===== config.mk =====
export PLATFORM = sky130hd
export DESIGN_NAME = seg_scan
export DESIGN_NICKNAME = d
export VERILOG_FILES = /design/src/rtl/seg_pkg.sv /design/src/rtl/seg_scan_tick.sv /design/src/rtl/seg_scan.sv
export SDC_FILE = /design/constraint.sdc
export NUM_CORES = 1
export LEC_CHECK = 0
export CORE_MARGIN = 2
export CORE_UTILIZATION = 53
export CTS_BUF_LIST = sky130_fd_sc_hd__clkbuf_8 sky130_fd_sc_hd__clkbuf_16
export DETAILED_ROUTE_END_ITERATION = 8
export PLACE_DENSITY = 0.79
export SYNTH_ARGS = -nofsm -noshare
export SYNTH_HDL_FRONTEND = slang
export SYNTH_SLANG_ARGS = --single-unit

===== constraint.sdc =====
create_clock -name clk -period 3.3 [get_ports clk]
set_input_delay 0.495 -clock clk [delete_from_list [all_inputs] [get_ports clk]]
set_output_delay 0.495 -clock clk [all_outputs]
set_load 0.02 [all_outputs]

===== src/rtl/seg_pkg.sv =====
// Shared helpers for seven-segment scanners: hex decode, blank pattern by
// polarity and a constant-foldable ceiling log2.
package seg_pkg;

  function automatic int clog2(input int value);
    int res;
    int rem;
    res = 32'sd0;
    rem = value - 32'sd1;
    while (rem > 32'sd0) begin
      res = res + 32'sd1;
      rem = rem >>> 1;
    end
    return res;
  endfunction

  // Active-high pattern, bit 0 = segment a ... bit 6 = segment g, bit 7 = dp.
  function automatic logic [7:0] hex2seg(input logic [3:0] nib);
    logic [7:0] pat;
    case (nib)
      4'h0:    pat = 8'h3F;
      4'h1:    pat = 8'h06;
      4'h2:    pat = 8'h5B;
      4'h3:    pat = 8'h4F;
      4'h4:    pat = 8'h66;
      4'h5:    pat = 8'h6D;
      4'h6:    pat = 8'h7D;
      4'h7:    pat = 8'h07;
      4'h8:    pat = 8'h7F;
      4'h9:    pat = 8'h6F;
      4'hA:    pat = 8'h77;
      4'hB:    pat = 8'h7C;
      4'hC:    pat = 8'h39;
      4'hD:    pat = 8'h5E;
      4'hE:    pat = 8'h79;
      4'hF:    pat = 8'h71;
      default: pat = 8'h00;
    endcase
    return pat;
  endfunction

  function automatic logic [7:0] seg_off(input bit active_low);
    logic [7:0] pat;
    if (active_low) begin
      pat = 8'hFF;
    end else begin
      pat = 8'h00;
    end
    return pat;
  endfunction

endpackage


===== src/rtl/seg_scan_tick.sv =====
// Free-running prescaler producing a one-cycle clock enable every DIV cycles.
module scan_tick
  import seg_pkg::*;
#(
  parameter int DIV = 80000
) (
  input  logic clk,
  input  logic rst,
  output logic tick
);

  localparam int CNT_W = (clog2(DIV) < 1) ? 1 : clog2(DIV);
  localparam logic [CNT_W-1:0] CNT_MAX = CNT_W'(DIV - 1);

  logic [CNT_W-1:0] cnt_r;

  assign tick = (cnt_r == CNT_MAX);

  // Dwell counter; restarts on each tick.
  always_ff @(posedge clk) begin
    if (!rst) begin
      cnt_r <= '0;
    end else if (tick) begin
      cnt_r <= '0;
    end else begin
      cnt_r <= cnt_r + 1'b1;
    end
  end

endmodule


===== src/rtl/seg_scan.sv =====
// Multiplexed seven-segment scanner: per-frame snapshot of the hex word,
// digit select stepping on the prescaler tick, blanking and decode.
module seg_scan
  import seg_pkg::*;
#(
  parameter int N_DIGITS       = 6,
  parameter int DIV            = 80000,
  parameter bit SEG_ACTIVE_LOW = 1'b1,
  localparam int SEL_W         = (clog2(N_DIGITS) < 1) ? 1 : clog2(N_DIGITS)
) (
  input  logic                  clk,
  input  logic                  rst,
  input  logic [4*N_DIGITS-1:0] data,
  input  logic [N_DIGITS-1:0]   dp_in,
  input  logic [N_DIGITS-1:0]   digit_en,
  input  logic                  lz_suppress,
  output logic [SEL_W-1:0]      sel,
  output logic [3:0]            nibble,
  output logic [7:0]            seg,
  output logic                  frame_start
);

  localparam logic [SEL_W-1:0] SEL_LAST = SEL_W'(N_DIGITS - 1);
  localparam logic [7:0]       SEG_OFF  = seg_off(SEG_ACTIVE_LOW);

  logic                  tick_s;
  logic                  wrap_s;
  logic [SEL_W-1:0]      sel_nxt_s;
  logic [SEL_W-1:0]      sel_r;
  logic [4*N_DIGITS-1:0] data_sh_r;
  logic [N_DIGITS-1:0]   dp_sh_r;
  logic [N_DIGITS-1:0]   en_sh_r;
  logic                  lz_sh_r;
  logic [4*N_DIGITS-1:0] data_src_s;
  logic [N_DIGITS-1:0]   dp_src_s;
  logic [N_DIGITS-1:0]   en_src_s;
  logic                  lz_src_s;
  logic                  zero_run_s;
  logic [3:0]            nib_s;
  logic                  dp_s;
  logic                  en_s;
  logic                  lead_zero_s;
  logic                  blank_s;
  logic [7:0]            pat_s;
  logic [7:0]            seg_s;
  logic [3:0]            nibble_r;
  logic [7:0]            seg_r;
  logic                  frame_start_r;

  scan_tick #(.DIV(DIV)) u_tick (
    .clk  (clk),
    .rst  (rst),
    .tick (tick_s)
  );

  // Next select and source selection: digit 0 decodes from the word being
  // snapshotted on this very edge, later digits from the held shadow.
  always_comb begin
    wrap_s = tick_s && (sel_r == SEL_LAST);
    if (sel_r == SEL_LAST) begin
      sel_nxt_s = '0;
    end else begin
      sel_nxt_s = sel_r + 1'b1;
    end
    if (wrap_s) begin
      data_src_s = data;
      dp_src_s   = dp_in;
      en_src_s   = digit_en;
      lz_src_s   = lz_suppress;
    end else begin
      data_src_s = data_sh_r;
      dp_src_s   = dp_sh_r;
      en_src_s   = en_sh_r;
      lz_src_s   = lz_sh_r;
    end
  end

  // Pick the upcoming digit and track whether all digits up to it are zero.
  always_comb begin
    zero_run_s  = 1'b1;
    nib_s       = 4'h0;
    dp_s        = 1'b0;
    en_s        = 1'b0;
    lead_zero_s = 1'b0;
    for (int i = 0; i < N_DIGITS; i++) begin
      zero_run_s = zero_run_s && (data_src_s[4*(N_DIGITS-1-i) +: 4] == 4'h0);
      if (SEL_W'(i) == sel_nxt_s) begin
        nib_s       = data_src_s[4*(N_DIGITS-1-i) +: 4];
        dp_s        = dp_src_s[N_DIGITS-1-i];
        en_s        = en_src_s[N_DIGITS-1-i];
        lead_zero_s = zero_run_s && (i < N_DIGITS - 1);
      end else begin
        lead_zero_s = lead_zero_s;
      end
    end
  end

  // Blanking and polarity.
  always_comb begin
    blank_s = !en_s || (lz_src_s && lead_zero_s);
    pat_s   = hex2seg(nib_s) | {dp_s, 7'b000_0000};
    if (blank_s) begin
      seg_s = SEG_OFF;
    end else if (SEG_ACTIVE_LOW) begin
      seg_s = ~pat_s;
    end else begin
      seg_s = pat_s;
    end
  end

  // Select and display registers move together on the tick.
  always_ff @(posedge clk) begin
    if (!rst) begin
      sel_r         <= SEL_LAST;
      nibble_r      <= 4'h0;
      seg_r         <= SEG_OFF;
      frame_start_r <= 1'b0;
    end else begin
      frame_start_r <= wrap_s;
      if (tick_s) begin
        sel_r    <= sel_nxt_s;
        nibble_r <= blank_s ? 4'h0 : nib_s;
        seg_r    <= seg_s;
      end
    end
  end

  // Frame snapshot, held stable until the next wrap.
  always_ff @(posedge clk) begin
    if (!rst) begin
      data_sh_r <= '0;
      dp_sh_r   <= '0;
      en_sh_r   <= '0;
      lz_sh_r   <= 1'b0;
    end else if (wrap_s) begin
      data_sh_r <= data;
      dp_sh_r   <= dp_in;
      en_sh_r   <= digit_en;
      lz_sh_r   <= lz_suppress;
    end
  end

  assign sel         = sel_r;
  assign nibble      = nibble_r;
  assign seg         = seg_r;
  assign frame_start = frame_start_r;

endmodule


==> flow_summary.ini <==
[worst_setup_path]
crit_path_end_kind = flop
max_stage_delay_ns = 0.46
crit_family = simple AND/OR/NAND/NOR gates
crit_chain = ha_1 -> and4_1 -> and4_1 -> nand3_1 -> a31oi_1 -> inv_1 -> ha_1 -> inv_1 -> mux2i_1 -> mux2i_1 -> o22a_1
crit_arrival_ns = 3.22
cp-startpoint = u_tick.cnt_r[0]
crit_slowest_cell = a31oi_1
worstPathRequired_ns = 3.55
critical_path.n_buffers_inverters = 2
crit_type = flop to flop
worst_setup_path_start_kind = flop
crit_fanout = 10
r2r-start = u_tick.cnt_r[0]
reg2reg_slack_ns = 0.32

[cts]
post-cts-setup-buffers = 0
cts_max_path_buffers = 2
root_buffer = clkbuf_8
clkTransAtPathRegs_ns = 0.07
clock_latency_ns = 0.36
cts_hold_buf = 0
cts_tree = built
clkSinkCount = 70
cts_buffers = 9
cts_resized = 0
h-tree-depth = 3

[synth]
synth_edf_count = 0
syn_area_per_cell_um2 = 8.45
synthTopCellsByArea = dfxtp_1 41%, nand2_1 9.9%, a21boi_0 8.3%
synth_top_area_cell = dfxtp_1
synth_compound_area_share_pct = 19.6
synth_mux_area_share_pct = 4.54
synth_cell_types = 57
synth.yosys.seq_area_share_pct = 41.0
ys.flop_type = dfxtp_1
ys_async_sr_fraction_pct = 0
syn-num-nets = 451
netlist_area_um2 = 3420
synth_cells = 405
yosysTopAreaCellShare_pct = 41.0
yosys_warnings = 0
synth-seq-cells = 70
synthXorXnorAreaFrac_pct = 3.33
synth-simple-area-share_pct = 25.4
synthAdderAreaFrac_pct = 2.56
synth_top_family_by_area = simple AND/OR/NAND/NOR gates

[routing]
postRouteAntennaNets = 0
avgViaCountPerCell = 5.61
totalWireLength_mm = 7.94
route.met3.wl_um = 361
drt-initial-drc-count = 165
wl_met2_mm = 3.63
wl_met1_mm = 3.84
route.top_layer_used = met4
routed-via-count = 3013
post_drt_wl_per_cell_um = 14.8
drt_pass1_iterations = 4
drc_errors = 0

[sta]
timing.final.crit_share_pct = 90.2
rsz0062_at_grt = false
fmax_mhz = 336
worst_pin_slew_ns = 0.713
layout_min_cycle_time_ns = 2.98
tns_ns = 0
hold_violations = 0
setup_viol = 0
finClkSkew_ns = 0.00784
slew_violations = 0
max_slew_margin_pct = 52.4

[floorplanning]
core_area_um2 = 6310
boundaryPins = 55
fp.dieH_um = 84.3
dieArea_um2 = 7110
rows = 29
initial_core_util_pct = 54.2
die_w_um = 84.3

[grt]
gr-usage-all-layers_pct = 23.5
antenna_found_initial = 0
grt_pass1_vias = 2870
grt_pass1_wl_mm = 13.6
overflow = 0
grt_max_degree = 47

[cells_and_area]
nets = 501
final_common_cell = nand2_1
fill_cells = 548
fin_cells = 537
area_growth_pct = 23.2
layout_common_cells = 90 x nand2_1, 70 x dfxtp_1, 54 x clkdlybuf4s50_1
antenna_cells = 0
drive_gt1_share_pct = 7.39

[min_path]
hold_start = nibble[3]
min_path_type = flop to flop

[flow_run]
max-cap-violations = 0

[placement]
dp_cells = 521
port_buffers = 54
gp_congestion = 0.911
hpwl_mm = 5.62

[power_and_ir_drop]
vdd_ir_drop_max_uv = 228
power.leakage_nw = 1.51
power.total_mw = 1.61
p_per_area_nw_per_um2 = 382

[status]
status = completed
[cells in the mapped netlist, drive strengths merged (2+ instances only)]
cell	instances
a21boi	38
a21oi	9
a31oi	4
and2	5
and3	7
and4	4
buf	7
clkbuf	16
dfxtp	70
ha	7
inv	7
mux2	4
mux2i	11
nand2	90
nand2b	3
nand3	11
nand4	5
nand4b	3
nor2	28
nor2b	5
nor4	4
nor4b	3
o211ai	3
o21ai	14
o221ai	2
o22a	4
o22ai	5
o2bb2ai	2
o32a	2
or3	4
xnor2	4
xor2	9
[registers in the layout, indices dropped and copies added (netlist names)]
name and cells:
dp_sh_r 6, frame_start 1, lz_sh_r 1, u_tick.cnt_r 17
sel 3, nibble 4, seg 8, data_sh_r 24
en_sh_r 6
[area by class of cell]
type | count | area, um^2 | area share [%]
clock inverters | 6 | 55.1 | 1.31
clock buffers | 10 | 138 | 3.27
inverters | 7 | 26.3 | 0.624
repair buffers | 62 | 601 | 14.3
flip-flops and latches | 70 | 1400 | 33.3
multi-input cells | 305 | 1900 | 45.0
well taps | 77 | 96.3 | 2.29
[metal layers]
| metal | global-route usage (%) | up-vias |
|---|---|---|
| met5 | 0 | - |
| met4 | 10.8 | 0 |
| met3 | 4.13 | 10 |
| met2 | 36.5 | 73 |
| met1 | 31.9 | 1412 |
| li1 | - | 1518 |
[through the flow]
stage | hold WS (ns) | setup WS [ns] | utilization [%] | area [um^2]
final | 0.453 | 0.325 | 66.7 | 4210
after global placement | 0.440 | 0.517 | 63.7 | 4020
after floorplan | 0.437 | 0.741 | - | 3420
after CTS | 0.458 | 0.351 | 66.7 | 4210
after global routing | 0.493 | 0.0899 | 66.7 | 4210
after detailed placement | 0.443 | 0.372 | 63.7 | 4020
[power breakdown]
group	total (mW)	switching (mW)	internal (mW)
sequential	0.851	0.00356	0.847
clock	0.685	0.323	0.362
combinational	0.0731	0.0231	0.0500
[path summary, 6_finish.rpt]
| check | cells past startpoint | end |
|---|---|---|
| worst min register to register | 2 | nibble[3] |
| worst max register to register | 11 | seg[3] |
| worst min-delay path | 2 | nibble[3] |
| worst max-delay path | 11 | seg[3] |
[kinds of logic after synthesis]
| group | after synthesis |
|---|---|
| simple gates | 177 |
| compound gates | 93 |
| flops | 70 |
| buf+inv | 30 |
| mux | 15 |
| xor+xnor | 13 |
| fa+ha+maj | 7 |
[worst register-to-register path, stage by stage, from the launching register on]
cell,delay (ns)
dfxtp_1,0.39
ha_1,0.25
and4_1,0.25
and4_1,0.44
nand3_1,0.16
a31oi_1,0.46
inv_1,0.18
ha_1,0.32
inv_1,0.04
mux2i_1,0.12
mux2i_1,0.09
o22a_1,0.16
Note: power is estimated with default switching activity, not from simulation.
